### src/rtl/rs_syndrome_hankel_if.sv
// Stream-in / matrix-out bundle for the syndrome + Hankel stage.
// The master side drives codeword symbols and consumes the matrix; the slave side is the block.
interface rs_syndrome_hankel_if;
  logic [7:0] in_sym;
  logic       in_valid;
  logic       in_last;
  logic       in_ready;
  logic [7:0] d1, d2, d3, d4, d5, d6, d7, d8, d9;
  logic [7:0] rhs1, rhs2, rhs3;
  logic       syn_zero;
  logic       len_err;
  logic       out_valid;
  logic       out_ready;

  modport master (
    output in_sym, in_valid, in_last, out_ready,
    input  in_ready, d1, d2, d3, d4, d5, d6, d7, d8, d9,
           rhs1, rhs2, rhs3, syn_zero, len_err, out_valid
  );

  modport slave (
    input  in_sym, in_valid, in_last, out_ready,
    output in_ready, d1, d2, d3, d4, d5, d6, d7, d8, d9,
           rhs1, rhs2, rhs3, syn_zero, len_err, out_valid
  );
endinterface

### src/rtl/rs_syndrome_hankel.sv
// Horner-rule syndrome accumulator (S1..S6, GF(2^8), poly 0x11D) presenting the
// 3x3 Hankel matrix and right-hand column to the determinant stage.
//
// state | meaning
// IDLE  | waiting for the first symbol of a codeword
// ACCUM | mid-codeword, folding symbols into S1..S6
// HOLD  | result presented until out_ready
module rs_syndrome_hankel #(
  parameter int N_SYM = 15,
  parameter int CNT_W = 8
) (
  input logic               clk,
  input logic               rst_n,
  rs_syndrome_hankel_if.slave bus
);

  typedef enum logic [1:0] {
    IDLE  = 2'd0,
    ACCUM = 2'd1,
    HOLD  = 2'd2
  } state_t;

  localparam logic [CNT_W-1:0] N_LAST = CNT_W'(N_SYM);

  state_t           state_q, state_d;
  logic [7:0]       syn_q [6];
  logic [7:0]       syn_scaled [6];
  logic [CNT_W-1:0] count_q;
  logic [CNT_W-1:0] cnt_next;
  logic             len_err_q;
  logic             accept;
  logic             cnt_hit;
  logic             block_end;

  function automatic logic [7:0] xtime(input logic [7:0] b);
    return {b[6:0], 1'b0} ^ (b[7] ? 8'h1D : 8'h00);
  endfunction

  // S_j is scaled by alpha^j: j chained xtime stages, unrolled at elaboration.
  always_comb begin
    for (int j = 0; j < 6; j++) begin
      syn_scaled[j] = syn_q[j];
      for (int i = 0; i < 6; i++) begin
        if (i <= j) syn_scaled[j] = xtime(syn_scaled[j]);
      end
    end
  end

  always_comb begin
    accept    = bus.in_valid && bus.in_ready;
    cnt_next  = (state_q == IDLE) ? CNT_W'(1) : count_q + CNT_W'(1);
    cnt_hit   = (cnt_next == N_LAST);
    block_end = accept && (bus.in_last || cnt_hit);
  end

  always_ff @(posedge clk or negedge rst_n) begin
    if (!rst_n) state_q <= IDLE;
    else        state_q <= state_d;
  end

  always_comb begin
    state_d = state_q;
    case (state_q)
      IDLE: begin
        if (accept) state_d = block_end ? HOLD : ACCUM;
      end
      ACCUM: begin
        if (block_end) state_d = HOLD;
      end
      HOLD: begin
        if (bus.out_ready) state_d = IDLE;
      end
      default: state_d = IDLE;
    endcase
  end

  always_ff @(posedge clk or negedge rst_n) begin
    if (!rst_n) begin
      for (int j = 0; j < 6; j++) syn_q[j] <= 8'h00;
      count_q   <= '0;
      len_err_q <= 1'b0;
    end else begin
      if (accept) begin
        // The first symbol restarts the accumulators rather than folding old results in.
        for (int j = 0; j < 6; j++) begin
          syn_q[j] <= (state_q == IDLE) ? bus.in_sym : (syn_scaled[j] ^ bus.in_sym);
        end
        count_q <= cnt_next;
        if (block_end) len_err_q <= bus.in_last ^ cnt_hit;
      end
      if (state_q == HOLD && bus.out_ready) begin
        count_q   <= '0;
        len_err_q <= 1'b0;
      end
    end
  end

  assign bus.in_ready  = (state_q != HOLD);
  assign bus.out_valid = (state_q == HOLD);
  assign bus.len_err   = len_err_q;

  assign bus.d1 = syn_q[0];
  assign bus.d2 = syn_q[1];
  assign bus.d3 = syn_q[2];
  assign bus.d4 = syn_q[1];
  assign bus.d5 = syn_q[2];
  assign bus.d6 = syn_q[3];
  assign bus.d7 = syn_q[2];
  assign bus.d8 = syn_q[3];
  assign bus.d9 = syn_q[4];

  assign bus.rhs1 = syn_q[3];
  assign bus.rhs2 = syn_q[4];
  assign bus.rhs3 = syn_q[5];

  assign bus.syn_zero = ~|{syn_q[0], syn_q[1], syn_q[2], syn_q[3], syn_q[4], syn_q[5]};

endmodule

### src/flat_wrapper.sv
// flat-port wrapper written by rule: the top's interface ports become plain ports
module rs_syndrome_hankel_flat 
#(
  parameter int N_SYM = 15,
  parameter int CNT_W = 8
)
  (clk, rst_n, bus_in_sym, bus_in_valid, bus_in_last, bus_out_ready, bus_in_ready, bus_d1, bus_d2, bus_d3, bus_d4, bus_d5, bus_d6, bus_d7, bus_d8, bus_d9, bus_rhs1, bus_rhs2, bus_rhs3, bus_syn_zero, bus_len_err, bus_out_valid);
  rs_syndrome_hankel_if bus_i ();
  input logic clk;
  input logic rst_n;
  input wire logic [$bits(bus_i.in_sym)-1:0] bus_in_sym;
  input wire logic [$bits(bus_i.in_valid)-1:0] bus_in_valid;
  input wire logic [$bits(bus_i.in_last)-1:0] bus_in_last;
  input wire logic [$bits(bus_i.out_ready)-1:0] bus_out_ready;
  output wire logic [$bits(bus_i.in_ready)-1:0] bus_in_ready;
  output wire logic [$bits(bus_i.d1)-1:0] bus_d1;
  output wire logic [$bits(bus_i.d2)-1:0] bus_d2;
  output wire logic [$bits(bus_i.d3)-1:0] bus_d3;
  output wire logic [$bits(bus_i.d4)-1:0] bus_d4;
  output wire logic [$bits(bus_i.d5)-1:0] bus_d5;
  output wire logic [$bits(bus_i.d6)-1:0] bus_d6;
  output wire logic [$bits(bus_i.d7)-1:0] bus_d7;
  output wire logic [$bits(bus_i.d8)-1:0] bus_d8;
  output wire logic [$bits(bus_i.d9)-1:0] bus_d9;
  output wire logic [$bits(bus_i.rhs1)-1:0] bus_rhs1;
  output wire logic [$bits(bus_i.rhs2)-1:0] bus_rhs2;
  output wire logic [$bits(bus_i.rhs3)-1:0] bus_rhs3;
  output wire logic [$bits(bus_i.syn_zero)-1:0] bus_syn_zero;
  output wire logic [$bits(bus_i.len_err)-1:0] bus_len_err;
  output wire logic [$bits(bus_i.out_valid)-1:0] bus_out_valid;
  assign bus_i.in_sym = bus_in_sym;
  assign bus_i.in_valid = bus_in_valid;
  assign bus_i.in_last = bus_in_last;
  assign bus_i.out_ready = bus_out_ready;
  assign bus_in_ready = bus_i.in_ready;
  assign bus_d1 = bus_i.d1;
  assign bus_d2 = bus_i.d2;
  assign bus_d3 = bus_i.d3;
  assign bus_d4 = bus_i.d4;
  assign bus_d5 = bus_i.d5;
  assign bus_d6 = bus_i.d6;
  assign bus_d7 = bus_i.d7;
  assign bus_d8 = bus_i.d8;
  assign bus_d9 = bus_i.d9;
  assign bus_rhs1 = bus_i.rhs1;
  assign bus_rhs2 = bus_i.rhs2;
  assign bus_rhs3 = bus_i.rhs3;
  assign bus_syn_zero = bus_i.syn_zero;
  assign bus_len_err = bus_i.len_err;
  assign bus_out_valid = bus_i.out_valid;
  rs_syndrome_hankel #(.N_SYM(N_SYM), .CNT_W(CNT_W)) u_core (.clk(clk), .rst_n(rst_n), .bus(bus_i));
endmodule
### config.mk
export PLATFORM = sky130hd
export DESIGN_NAME = rs_syndrome_hankel_flat
export DESIGN_NICKNAME = d
export VERILOG_FILES = /design/src/rtl/rs_syndrome_hankel_if.sv /design/src/rtl/rs_syndrome_hankel.sv /design/src/flat_wrapper.sv
export SDC_FILE = /design/constraint.sdc
export NUM_CORES = 1
export LEC_CHECK = 0
export ABC_AREA = 1
export CAP_MARGIN = 20
export CORE_MARGIN = 2
export CORE_UTILIZATION = 35
export DETAILED_ROUTE_END_ITERATION = 8
export SYNTH_ARGS = -nofsm -noshare
export SYNTH_HDL_FRONTEND = slang
export SYNTH_SLANG_ARGS = --single-unit
### constraint.sdc
create_clock -name clk -period 4.17 [get_ports clk]
set_clock_uncertainty 0.2 [all_clocks]
set_input_delay 0.6255 -clock clk [delete_from_list [all_inputs] [get_ports clk]]
set_output_delay 0.6255 -clock clk [all_outputs]
set_load 0.05 [all_outputs]
---- After elaboration in Yosys (flattened, before gate mapping) ----
Cells that the tools add are included.
Widths: inputs -> output; s select.
word-level totals
  bits in registers ....................... 59
  input port bits ......................... 13
  output and inout bits ................... 100
cells by class
  $add $sub $neg .......................... 1
  equality and inequality tests ........... 7
  multiplexer cells ....................... 38
  bitwise operators ....................... 28
  reduce and logical (&&, ||, !) cells .... 11
operators by type and width
  operator             count
  $xor 8x8->8          27
  $mux 5               21
  $mux 8               9
  $reduce_or 48->1     1
  $add 8x1->8 const B  1
  $eq 8x4->1 const B   1
  $mux 2               4
  $pmux 2 s3           1
  $ne 2x1->1 const B   2
  $ne 2x2->1 const B   2
  $reduce_bool 2->1    2
  $logic_and 1x1->1    3
  $mux 1               3
  $reduce_and 3->1     1
  $eq 2x1->1 const B   1
  $eq 2x2->1 const B   1
  $logic_not 2->1      1
  $reduce_and 2->1     1
  $logic_not 1->1      1
  $logic_or 1x1->1     1
  $xor 1x1->1          1

---- Depth between registers and ports, before layout ----
  word-level depth ........................ 14
  mapped depth ............................ 12
  gate-level depth less buffers ........... 12

---- Worst setup path before layout ----
OpenSTA, ideal clock, no wires.
  path type ............................... flip-flop to output port
  start ................................... register u_core.syn_q, in the netlist u_core.bus.d6[7]
  end ..................................... output bus_syn_zero
  arrival time ............................ 1.932 ns
  slack ................................... 1.413 ns
  cell stages (with the launch flop) ...... 7
  path through ............................ dfrtp_1 -> clkbuf_1 -> nor2_1 -> nand2_1 -> nor4_1 -> nand4_1 -> nor2_1
between the ends
  word-level cells in the longest chain between the ends .. 2
ends and longest elaborated chain
  what                             line                       RTL
  start, declared                  rs_syndrome_hankel.sv:26   logic [7:0] syn_q [6];
  start signal, assigned by index  rs_syndrome_hankel.sv:86   syn_q[j] <= (state_q == IDLE) ? bus.in_sym : (syn_scaled[j] ^ bus.in_sym);
  $reduce_or 48->1                 rs_syndrome_hankel.sv:116  assign bus.syn_zero = ~|{syn_q[0], syn_q[1], syn_q[2], syn_q[3], syn_q[4], syn_q[5]};
  $logic_not 1->1                  rs_syndrome_hankel.sv:116
  end, declared                    flat_wrapper.sv:28         output wire logic [$bits(bus_i.syn_zero)-1:0] bus_syn_zero;
No other way between the ends.

---- Worst setup path in the final report ----
  start ................................... register u_core.syn_q, in the netlist u_core.bus.d3[3]
  end ..................................... output bus_syn_zero
The elaborated chain is that of the path after synthesis.

==> results.ini <==
[worst_setup_path]
cp_slowest_cell = clkdlybuf4s50_1
path_buf_inv = 1
worstSetupPathType = register to output port
slowest_delay_ns = 0.82
worstPathMaxFanout = 7
crit_chain = or2_2, nor4_1, nand3_1, nor2_1, clkdlybuf4s50_1
crit_family = simple AND/OR/NAND/NOR gates
crit_required_ns = 3.34
endpoint_kind = output port
critical_path_arrival_ns = 2.51
start_kind = register

[clock_network]
cts_tree = done
clock_path_buffers = 2
cts_buffers = 9
clock_latency_ns = 0.33
cts_num_sinks = 59
clk_pin_slew_ns = 0.06
cts_hold_buf = 0
htree_levels = 3
post_cts_buffers = 0
cts_root_buf = clkbuf_16
post_cts_resize_count = 0

[place]
place_congestion = 0.862
dpl.hpwl_um = 8500
port_buffers = 112

[yosys]
yosys.area.top_type_share_pct = 35.1
synth_edf_count = 0
synthArstFlopShare_pct = 100
synth-main-ff-cell = dfrtp_1
synth_top_area_cell = dfrtp_1
synth.most_common_cell = nand2_1
netlist_top_cells_count = nand2_1, dfrtp_1, nand3_1
yosys_warnings = 0
synthTopCellsByArea = dfrtp_1, nand2_1, buf_4
avgSynthCellArea_um2 = 7.09
synth_seq_cells = 59
synthCells = 594
ys_seq_area_share_pct = 35.1
synth.cell_area_um2 = 4210
synth_cell_types = 29
syn-num-nets = 609

[global_route]
antenna_found_initial = 0
grt_overflow_total = 0
grt_util_all_layers_pct = 19.1
grt_first_pass_wirelength_um = 19500
grt_max_degree = 53
first_global_vias = 3720

[sta]
timing_hold_violations_final = 0
slew_viol_final = 0
fmax_mhz = 300
final-setup-viol-count = 0
fin_tns_setup_ns = 0
relSlewSlack_pct = 35.8
period_share_pct = 80.0
period_minus_slack_ns = 3.34
rsz0062_at_grt = false
tightest_slew_ns = 0.963

[cells_and_area]
multi_input_area_um2 = 2030
seqCellArea_um2 = 1480
area_growth_pct = 26.7
fillCellCount = 1195
nNetsFinal = 658
drive_above_1_share_pct = 4.32
n_antenna_cell = 0

[route]
vias_per_cell = 5.03
num_vias = 3998
drt_wl_total_um = 12100
drt_iter0_drc = 213
drt_pre_antenna_iters = 5
routedWlPerCell_um = 15.2
ant_nets = 0
drcViolationCount = 0

[die]
ios = 113
die_x_um = 114
die_area_um2 = 12900
initial_core_util_pct = 35.5
die_height_um = 114
core_area_um2 = 11900
placementRows = 40

[min_path]
worst_hold_path_type = input port to async pin

[flow_run]
cap_viol_max_count = 0

[run_status]
run_status = complete, no violations

==> state kept, by name, summed over array words and instances, names as in the netlist <==
register and cells:
u_core.bus.d1 8, u_core.bus.d2 8, u_core.bus.d3 8, u_core.bus.d6 8, u_core.bus.d9 8, u_core.bus.rhs3 8
u_core.count_q 8, u_core.state_q 2, u_core.bus.len_err 1
==> worst paths after layout <==
check                           cells past startpoint                from  slack, ns            endpoint
worst min-delay path                                1               rst_n       0.25    u_core.bus.d2[4]
min in group clk                                    2  u_core.bus.len_err       0.32  u_core.bus.len_err
worst min register to register                      2  u_core.bus.len_err       0.32  u_core.bus.len_err
max in group asynchronous                           2               rst_n       2.66   u_core.count_q[7]
worst max-delay path                                5    u_core.bus.d3[3]       0.83        bus_syn_zero
worst max register to register                     11   u_core.state_q[0]       1.50  u_core.bus.len_err
==> cells by family after synthesis <==
logic type,after synthesis,synth area share (%)
fa+ha+maj,2,0.594
xor+xnor,48,9.99
buf+inv,132,16.7
flops,59,35.1
compound gates,74,9.13
simple gates,279,28.5
==> cell type report <==
type                       count  area share [%]
inverter                      55            3.87
clock inverter                 5           0.986
tap                          147            3.45
clock buffer                  11            4.55
multi-input combinational    403            38.1
timing repair buffer         115            21.4
sequential                    59            27.7
==> metal layers <==
layer | track usage [%] | vias to the layer above | share of wire [%]
li1 | - | 1943 | -
met1 | 25.2 | 1888 | 44
met2 | 31.8 | 147 | 48
met3 | 3.77 | 20 | 6.2
met4 | 6.02 | 0 | 1.9
met5 | 0 | - | 0
==> metrics by stage <==
step           cells  worst slack (ns)  util, %  cell area (um^2)  hold WS (ns)
3_3_place_gp     779              1.17     42.5              5040         0.303
5_1_grt          795             0.711     44.9              5330         0.336
2_1_floorplan    594              1.41        -              4210         0.130
6_report         795             0.835     44.9              5330         0.251
4_1_cts          795             0.797     44.9              5330         0.286
3_5_place_dp     779              1.16     42.5              5040         0.316
==> cell usage in the layout, fill, tap and decap left out, types with 2 or more instances in the layout <==
cell type	n
a21oi_1	9
buf_4	3
clkbuf_16	9
clkdlybuf4s50_1	111
clkinv_2	3
dfrtp_1	59
ha_1	2
inv_1	52
inv_2	3
nand2_1	161
nand3_1	59
nand4_1	11
nor2_1	33
nor3_1	5
nor4_1	4
o21ai_0	52
o21ai_1	4
o22ai_1	7
or2_2	2
xnor2_1	18
xor2_1	30
Power is not shown: default switching activity piles up to over one toggle a cycle in this logic, so the estimate is an artifact.
